===== config.mk =====
export PLATFORM = sky130hd
export DESIGN_NAME = serial_compare_32
export DESIGN_NICKNAME = d
export VERILOG_FILES = /design/src/rtl/serial_compare_32.sv
export SDC_FILE = /design/constraint.sdc
export NUM_CORES = 1
export LEC_CHECK = 0
export ABC_CLOCK_PERIOD_IN_PS = 5300
export CAP_MARGIN = 10
export CORE_ASPECT_RATIO = 1.1
export CORE_MARGIN = 4
export CORE_UTILIZATION = 38
export CTS_CLUSTER_SIZE = 40
export DETAILED_ROUTE_END_ITERATION = 12
export GPL_TIMING_DRIVEN = 0
export REMOVE_ABC_BUFFERS = 1
export SYNTH_ARGS = -nofsm -noshare
export SYNTH_HDL_FRONTEND = slang
export SYNTH_SLANG_ARGS = --single-unit

===== constraint.sdc =====
create_clock -name clk -period 5.3 [get_ports clk]
set_clock_uncertainty 0.05 [all_clocks]
set_input_delay 0.795 -clock clk [delete_from_list [all_inputs] [get_ports clk]]
set_output_delay 0.795 -clock clk [all_outputs]
set_load 0.05 [all_outputs]

===== src/rtl/serial_compare_32.sv =====
// Multi-cycle MSB-first magnitude comparator: CHUNK bits per cycle with early exit,
// unsigned or two's-complement. Reports one of eq/lt/gt with a one-cycle done pulse.
module serial_compare_32 #(
  parameter int unsigned WIDTH = 32,
  parameter int unsigned CHUNK = 4
) (
  input  logic             clk,
  input  logic             rst_n,
  input  logic             start,
  input  logic             signed_cmp,
  input  logic [WIDTH-1:0] a,
  input  logic [WIDTH-1:0] b,
  output logic             busy,
  output logic             done,
  output logic             eq,
  output logic             lt,
  output logic             gt
);

  localparam int unsigned NCHUNK = WIDTH / CHUNK;
  localparam int unsigned IW     = (NCHUNK > 1) ? $clog2(NCHUNK) : 1;

  typedef enum logic [1:0] {IDLE, RUN, DONE} state_t;

  state_t           state_q, state_d;
  logic [WIDTH-1:0] a_q, a_d, b_q, b_d;
  logic [IW-1:0]    idx_q, idx_d;
  logic             eq_q, eq_d, lt_q, lt_d, gt_q, gt_d;
  logic             busy_q, done_q;
  logic [WIDTH-1:0] msb_flip;
  logic [CHUNK-1:0] a_chunk, b_chunk;

  // Inverting the sign bit of both operands turns a signed compare into an unsigned one.
  assign msb_flip = {signed_cmp, {(WIDTH-1){1'b0}}};
  assign a_chunk  = a_q[CHUNK*idx_q +: CHUNK];
  assign b_chunk  = b_q[CHUNK*idx_q +: CHUNK];

  always_comb begin
    state_d = state_q;
    a_d     = a_q;
    b_d     = b_q;
    idx_d   = idx_q;
    eq_d    = eq_q;
    lt_d    = lt_q;
    gt_d    = gt_q;
    case (state_q)
      IDLE, DONE: begin
        if (start) begin
          a_d     = a ^ msb_flip;
          b_d     = b ^ msb_flip;
          idx_d   = IW'(NCHUNK - 1);
          eq_d    = 1'b0;
          lt_d    = 1'b0;
          gt_d    = 1'b0;
          state_d = RUN;
        end else begin
          state_d = IDLE;
        end
      end
      RUN: begin
        if (a_chunk > b_chunk) begin
          gt_d    = 1'b1;
          state_d = DONE;
        end else if (a_chunk < b_chunk) begin
          lt_d    = 1'b1;
          state_d = DONE;
        end else if (idx_q == '0) begin
          eq_d    = 1'b1;
          state_d = DONE;
        end else begin
          idx_d   = idx_q - IW'(1);
        end
      end
      default: state_d = IDLE;
    endcase
  end

  always_ff @(posedge clk or negedge rst_n) begin
    if (!rst_n) begin
      state_q <= IDLE;
      a_q     <= '0;
      b_q     <= '0;
      idx_q   <= '0;
      eq_q    <= 1'b0;
      lt_q    <= 1'b0;
      gt_q    <= 1'b0;
      busy_q  <= 1'b0;
      done_q  <= 1'b0;
    end else begin
      state_q <= state_d;
      a_q     <= a_d;
      b_q     <= b_d;
      idx_q   <= idx_d;
      eq_q    <= eq_d;
      lt_q    <= lt_d;
      gt_q    <= gt_d;
      busy_q  <= (state_d == RUN);
      done_q  <= (state_d == DONE);
    end
  end

  assign busy = busy_q;
  assign done = done_q;
  assign eq   = eq_q;
  assign lt   = lt_q;
  assign gt   = gt_q;

endmodule

==> results.ini, run 1 <==
[run_status]
status=finished clean

[power_and_ir_drop]
powerDensity_mw_per_mm2=440
p_comb_share_pct=31.6
ir_drop_uv=150
fin_total_pwr_mw=1.99
p_int_mw=1.36
p_seq_share_pct=42.6
clkPwrFrac_pct=25.8
swShare_pct=31.4
power_switching_uw=624
p_leak_nw=2.25

[clock_tree]
ctsHoldBuffers=0
cts_setup_buffers=0
cts_max_level=3
cts_root_buf=clkbuf_8
cts_resized=0
clock_path_buffers=2
cts_tree=built
cts_num_sinks=74
clk_pin_slew_ps=80
clock_latency_ps=340
numCtsBuffers=9

[global_route]
grt_util_all_layers_pct=14.3
grt_start_max_net_pins=48
grt_pass1_wl_mm=12.3
grt_pass1_vias=2592
overflow=0
antenna_found_initial=0

[critical_path]
cp_max_fo=19
path_depth=7
path_cells=mux4_1 -> mux2_2 -> ha_1 -> nand4_1 -> a311o_1 -> nor2_2 -> mux2i_1
cp_data_required_time_ps=5500
reg2reg_depth=7
crit_path_end_kind=register
cp_num_buf_inv=0
slowest_delay_ps=1050
worst_ep_arrival_time_ps=3630
crit_type=reg -> reg
worst_path_max_delay_cell=dfrtp_1
crit_family=multiplexers
setup.worst_path.start_class=register

[cells_and_area]
fin_cells=535
nets=490
final_area_mm2=0.00451
area_delta_synth_final_pct=31.4
n_fill_cell=865
diodes=0
layout-drive-gt1-share_pct=8.79

[place]
place_congestion=0.749
dp.cells=519
hpwl_mm=4.98
place_area_mm2=0.00428
io_buffers=72

[timing]
setup_viol=0
slew_headroom_pct=29.3
worst_slew_pin_slew_ps=1060
period_share_pct=64.7
rsz0062_at_grt=no
max_freq_ghz=0.292
hold_violations=0
setup_tns_ps=0
timing.final.crit_period_ps=3430
final_max_slew_viol_count=0

[floorplan]
initial_utilization_pct=38.9
die_w_um=98.6
rows=36
dieArea_mm2=0.0106
fp.coreArea_mm2=0.00883
ios=73
die_h_um=108

[synth]
synth_cells=350
synth_edf_count=0
synth-seq-cells=74
synth_xor_area_share_pct=0.510
synth_area_mm2=0.00343
yosysMostFrequentCell=nand2_1
synthTopCellsByArea=dfrtp_1 (54%), nand2_1 (21%), mux4_2 (5.9%)
ys_warn_count=0
synth_simple_gate_area_share_pct=23.5
synthArstFlopShare_pct=100
yosysTopAreaCellShare_pct=53.9
seq_area_frac_synth_pct=53.9
yosysTopAreaCell=dfrtp_1
synth_top_family_by_area=simple AND/OR/NAND/NOR gates
syn_area_per_cell_um2=9.81
synth_common_cells=nand2_1 (190), dfrtp_1 (74), mux4_2 (9), clkbuf_1 (8), mux4_1 (7)
ys_types=28
synth_compound_area_share_pct=2.48
synthMuxAreaShare_pct=14.3
synthAdderAreaFrac_pct=2.19
synthFlopType=dfrtp_1

[worst_hold_path]
hold_class=in -> async

[detailed_routing]
routedWlPerCell_um=13.3
drcViolationCount=0
wl_mm=7.13
drt_iter0_markers=85
ant_nets=0
dr.pass1.iters=5
vias=2499
viasPerCell=4.67

[job]
max-cap-violations=0

final cells by class:
type,instances,area [um^2],area share (%)
Inverter,3,11.3,0.249
Clock buffer,12,165,3.66
Multi-Input combinational cell,253,1490,32.9
Timing Repair Buffer,75,786,17.4
Tap cell,114,143,3.16
Sequential cell,74,1850,41.0
Clock inverter,4,72.6,1.61
power groups by stage:
stage          Combinational, mW  Clock, mW  Sequential, mW
2_1_floorplan              0.409          0           0.868
3_3_place_gp               0.619          0           0.855
3_5_place_dp               0.639          0           0.860
4_1_cts                    0.641      0.522           0.850
5_1_grt                    0.713      0.546           0.874
6_report                   0.627      0.512           0.846
cell usage in the layout (no fill, tap or decap):
master	n
nor2b_1	2
and2_1	1
dfrtp_1	74
o32a_1	1
nor2_1	5
nand2_1	190
mux4_2	9
buf_4	1
o21a_1	1
nand2b_1	2
mux2_2	4
nor3_1	1
nor2_2	1
xnor2_1	2
nand4_1	1
ha_1	6
a32o_1	1
clkbuf_8	12
a211oi_1	1
nor2b_4	1
mux2i_1	6
o21ai_0	6
a311o_1	1
bufinv_16	2
a21oi_1	2
nor3b_2	1
buf_12	2
inv_1	3
clkdlybuf4s50_1	71
nand2b_2	1
clkinvlp_4	1
buf_16	1
mux4_1	7
clkinv_2	1
metal layers:
metal / track usage [%] / up-vias / part of all wire, %
met5: 0 / - / 0
met4: 5.85 / 0 / 1.8
met3: 2.66 / 12 / 4.3
met2: 22.9 / 51 / 46
met1: 19.3 / 1174 / 47
li1: - / 1262 / -
flip-flops by register name, indices dropped and copies added (netlist names):
signal / count
a_q: 32
b_q: 32
idx_q: 3
state_q: 2
busy: 1
done: 1
eq: 1
gt: 1
lt: 1
worst register-to-register path, delay by kind of cell (launching register included):
family	cells	cell delay [ps]
simple gates	2	340
fa+ha+maj	1	320
compound gates	1	450
flops	1	1050
mux	3	1140
final timing paths:
kind,start,slack [ps],end
min in group clk,b_q[10]$_DFFE_PN0P_,420,b_q[10]$_DFFE_PN0P_
hold / removal,rst_n,340,b_q[17]$_DFFE_PN0P_
hold reg to reg,b_q[10]$_DFFE_PN0P_,420,b_q[10]$_DFFE_PN0P_
setup / recovery,idx_q[0]$_DFFE_PN0P_,1870,idx_q[1]$_DFFE_PN0P_
max in group asynchronous,rst_n,4280,a_q[17]$_DFFE_PN0P_
setup reg to reg,idx_q[0]$_DFFE_PN0P_,1870,idx_q[1]$_DFFE_PN0P_
stage by stage:
stage               utilization (%)  setup slack [ps]  hold slack [ps]
global placement               47.6               223              402
CTS                            51.1              1790              350
finish                         51.1              1870              339
floorplan                         -              1970              387
detailed placement             48.4              1810              405
global route                   51.1              1600              367
cell families (layout without fill, tap and decap cells):
group,Yosys count,in the layout
XOR/XNOR,2,2
flip-flops,74,74
buffers and inverters,23,94
AND/OR/NAND/NOR,206,206
adder cells (fa/ha/maj),6,6
multiplexers,26,26
AO/OA/AOI/OAI,13,13
(Power assumes the default switching activity.)
==> inputs of run 2 (changes only) <==
--- a/config.mk
+++ b/config.mk
@@ -5,7 +5,7 @@
 export SDC_FILE = /design/constraint.sdc
 export NUM_CORES = 1
 export LEC_CHECK = 0
-export ABC_CLOCK_PERIOD_IN_PS = 5300
+export ABC_CLOCK_PERIOD_IN_PS = 3500
 export CAP_MARGIN = 10
 export CORE_ASPECT_RATIO = 1.1
 export CORE_MARGIN = 4
==> constraint.sdc (replaced) <==
create_clock -name clk -period 3.5 [get_ports clk]
set_clock_uncertainty 0.05 [all_clocks]
set_input_delay 0.525 -clock clk [delete_from_list [all_inputs] [get_ports clk]]
set_output_delay 0.525 -clock clk [all_outputs]
set_load 0.05 [all_outputs]
==> run 2 against run 1 <==
  * Die area unchanged
  * Routed wire length hardly changed
  * Sequential cell count unchanged
  * First-iteration DRC count stayed put
  * Global-route usage is the same
  * Final area hardly changed
  * Power grew 51%
  * Via count shrank 0.20%
  * Largest power group unchanged
==> results.ini, run 2 (synthesized netlist as in run 1, its figures left out) <==
[cells_and_area]
n_fill_cell=865
area_delta_synth_final_pct=31.5
final_area_mm2=0.00452
fin_cells=535
final_common_cell=nand2_1
diodes=0
final_cell_mix=nand2_1 (190), dfrtp_1 (73), clkdlybuf4s50_1 (71)
layout-drive-gt1-share_pct=9.03
nets=490
reg.largest.list=a_q x32, b_q x32, idx_q x3

[critical_path]
worst_path_max_delay_cell=dfrtp_2
regToRegSetupSlack_ps=410
path_cells=mux4_1 -> mux2_2 -> ha_1 -> nand4_1 -> a311o_1 -> nor2_2 -> mux2i_1
r2r_start=idx_q[0]$_DFFE_PN0P_
reg2reg_depth=7
cp_num_buf_inv=0
setup.worst_path.start_class=register
worstReg2RegEnd=idx_q[1]$_DFFE_PN0P_
crit_family=multiplexers
worst_ep_arrival_time_ps=3300
crit_type=reg -> reg
cp_max_fo=19
cp_data_required_time_ps=3700
slowest_delay_ps=750
crit_path_end_kind=register

[floorplan]
fp.coreArea_mm2=0.00883
die_w_um=98.6
rows=36
ios=73
initial_utilization_pct=38.9
die_h_um=108
dieArea_mm2=0.0106

[detailed_routing]
ant_nets=0
wl_mm=7.14
dr.pass1.iters=5
routedWlPerCell_um=13.3
viasPerCell=4.66
vias=2494
drcViolationCount=0
drt_iter0_markers=85

[clock_tree]
numCtsBuffers=9
clk_pin_slew_ps=80
cts_max_level=3
cts_num_sinks=74
clock_latency_ps=340
clock_path_buffers=2
cts_tree=built
cts_root_buf=clkbuf_8

[power_and_ir_drop]
p_int_mw=2.06
p_comb_share_pct=31.6
p_leak_nw=2.25
powerDensity_mw_per_mm2=666
p_seq_share_pct=42.7
ir_drop_uv=226
clkPwrFrac_pct=25.7
fin_total_pwr_mw=3.01
swShare_pct=31.4
power_switching_uw=944

[place]
hpwl_mm=4.98
io_buffers=72
dp_slack_ps=9.74
place_area_mm2=0.00428
place_congestion=0.749
dp.cells=519

[timing]
rsz0062_at_grt=no
setup_ws_ps=406
final_max_slew_viol_count=0
worst_hold_slack_ps=69.4
slew_headroom_pct=42.5
worst_slew_pin_slew_ps=863
setup_viol=0
hold_violations=0
max_freq_ghz=0.323
period_share_pct=88.4
timing.final.crit_period_ps=3090

[global_route]
grt_util_all_layers_pct=14.3
antenna_found_initial=0
grt_pass1_wl_mm=12.3
grt_start_max_net_pins=48
overflow=0
grt_pass1_vias=2592

[run_status]
status=finished clean

[worst_hold_path]
hold_class=in -> async

[job]
max-cap-violations=0

-- run 2: routing by layer --
| layer | track usage [%] | wire, um |
|---|---|---|
| met1 | 19.3 | 3350 |
| met2 | 22.9 | 3360 |
| met3 | 2.66 | 309 |
| met4 | 5.85 | 121 |
| met5 | 0 | 0 |
-- run 2: repair_timing --
action | 4_1_cts | 5_1_grt
resized for setup | 1 | 0
endpoints found under the hold margin | 0 | 0
hold buffers | 0 | 0
endpoints found under the setup margin | 1 | 0
setup buffers | 0 | 0
-- run 2: power by group through the flow --
stage               Sequential, mW  Clock, mW  Combinational [mW]
global placement              1.30          0               0.937
finish                        1.28      0.774               0.950
floorplan                     1.31          0               0.619
CTS                           1.29      0.791               0.970
detailed placement            1.30          0               0.967
global route                  1.32      0.827                1.08
-- run 2: area by class of cell --
class | instances | area (um^2) | area share (%)
multi-input cells | 253 | 1490 | 32.9
flip-flops and latches | 74 | 1850 | 41.0
inverters | 3 | 11.3 | 0.249
clock inverters | 4 | 72.6 | 1.61
clock buffers | 12 | 165 | 3.66
well taps | 114 | 143 | 3.16
repair buffers | 75 | 786 | 17.4
-- run 2: through the flow --
step                      utilization (%)  setup TNS [ps]
after floorplan                         -               0
after global placement               47.6         -123320
after detailed placement             48.4               0
after CTS                            51.1               0
after global routing                 51.1               0
final                                51.1               0
-- run 2: how the worst max path moves through the flow --
stage                     cells past startpoint                   end                 start
after floorplan                               2  idx_q[2]$_DFFE_PN0P_                 start
after global placement                        4   a_q[16]$_DFFE_PN0P_                 start
after detailed placement                      7  idx_q[1]$_DFFE_PN0P_  idx_q[0]$_DFFE_PN0P_
after CTS                                     7  idx_q[1]$_DFFE_PN0P_  idx_q[0]$_DFFE_PN0P_
after global routing                          7  idx_q[1]$_DFFE_PN0P_  idx_q[0]$_DFFE_PN0P_
final                                         7  idx_q[1]$_DFFE_PN0P_  idx_q[0]$_DFFE_PN0P_
==> inputs of run 3 (changes only) <==
--- a/config.mk
+++ b/config.mk
@@ -14,6 +14,7 @@
 export DETAILED_ROUTE_END_ITERATION = 12
 export GPL_TIMING_DRIVEN = 0
 export REMOVE_ABC_BUFFERS = 1
+export SETUP_SLACK_MARGIN = 0.05
 export SYNTH_ARGS = -nofsm -noshare
 export SYNTH_HDL_FRONTEND = slang
 export SYNTH_SLANG_ARGS = --single-unit
==> results of run 3 <==
No change in the layout: final DEF, timing and power equal those of run 2.
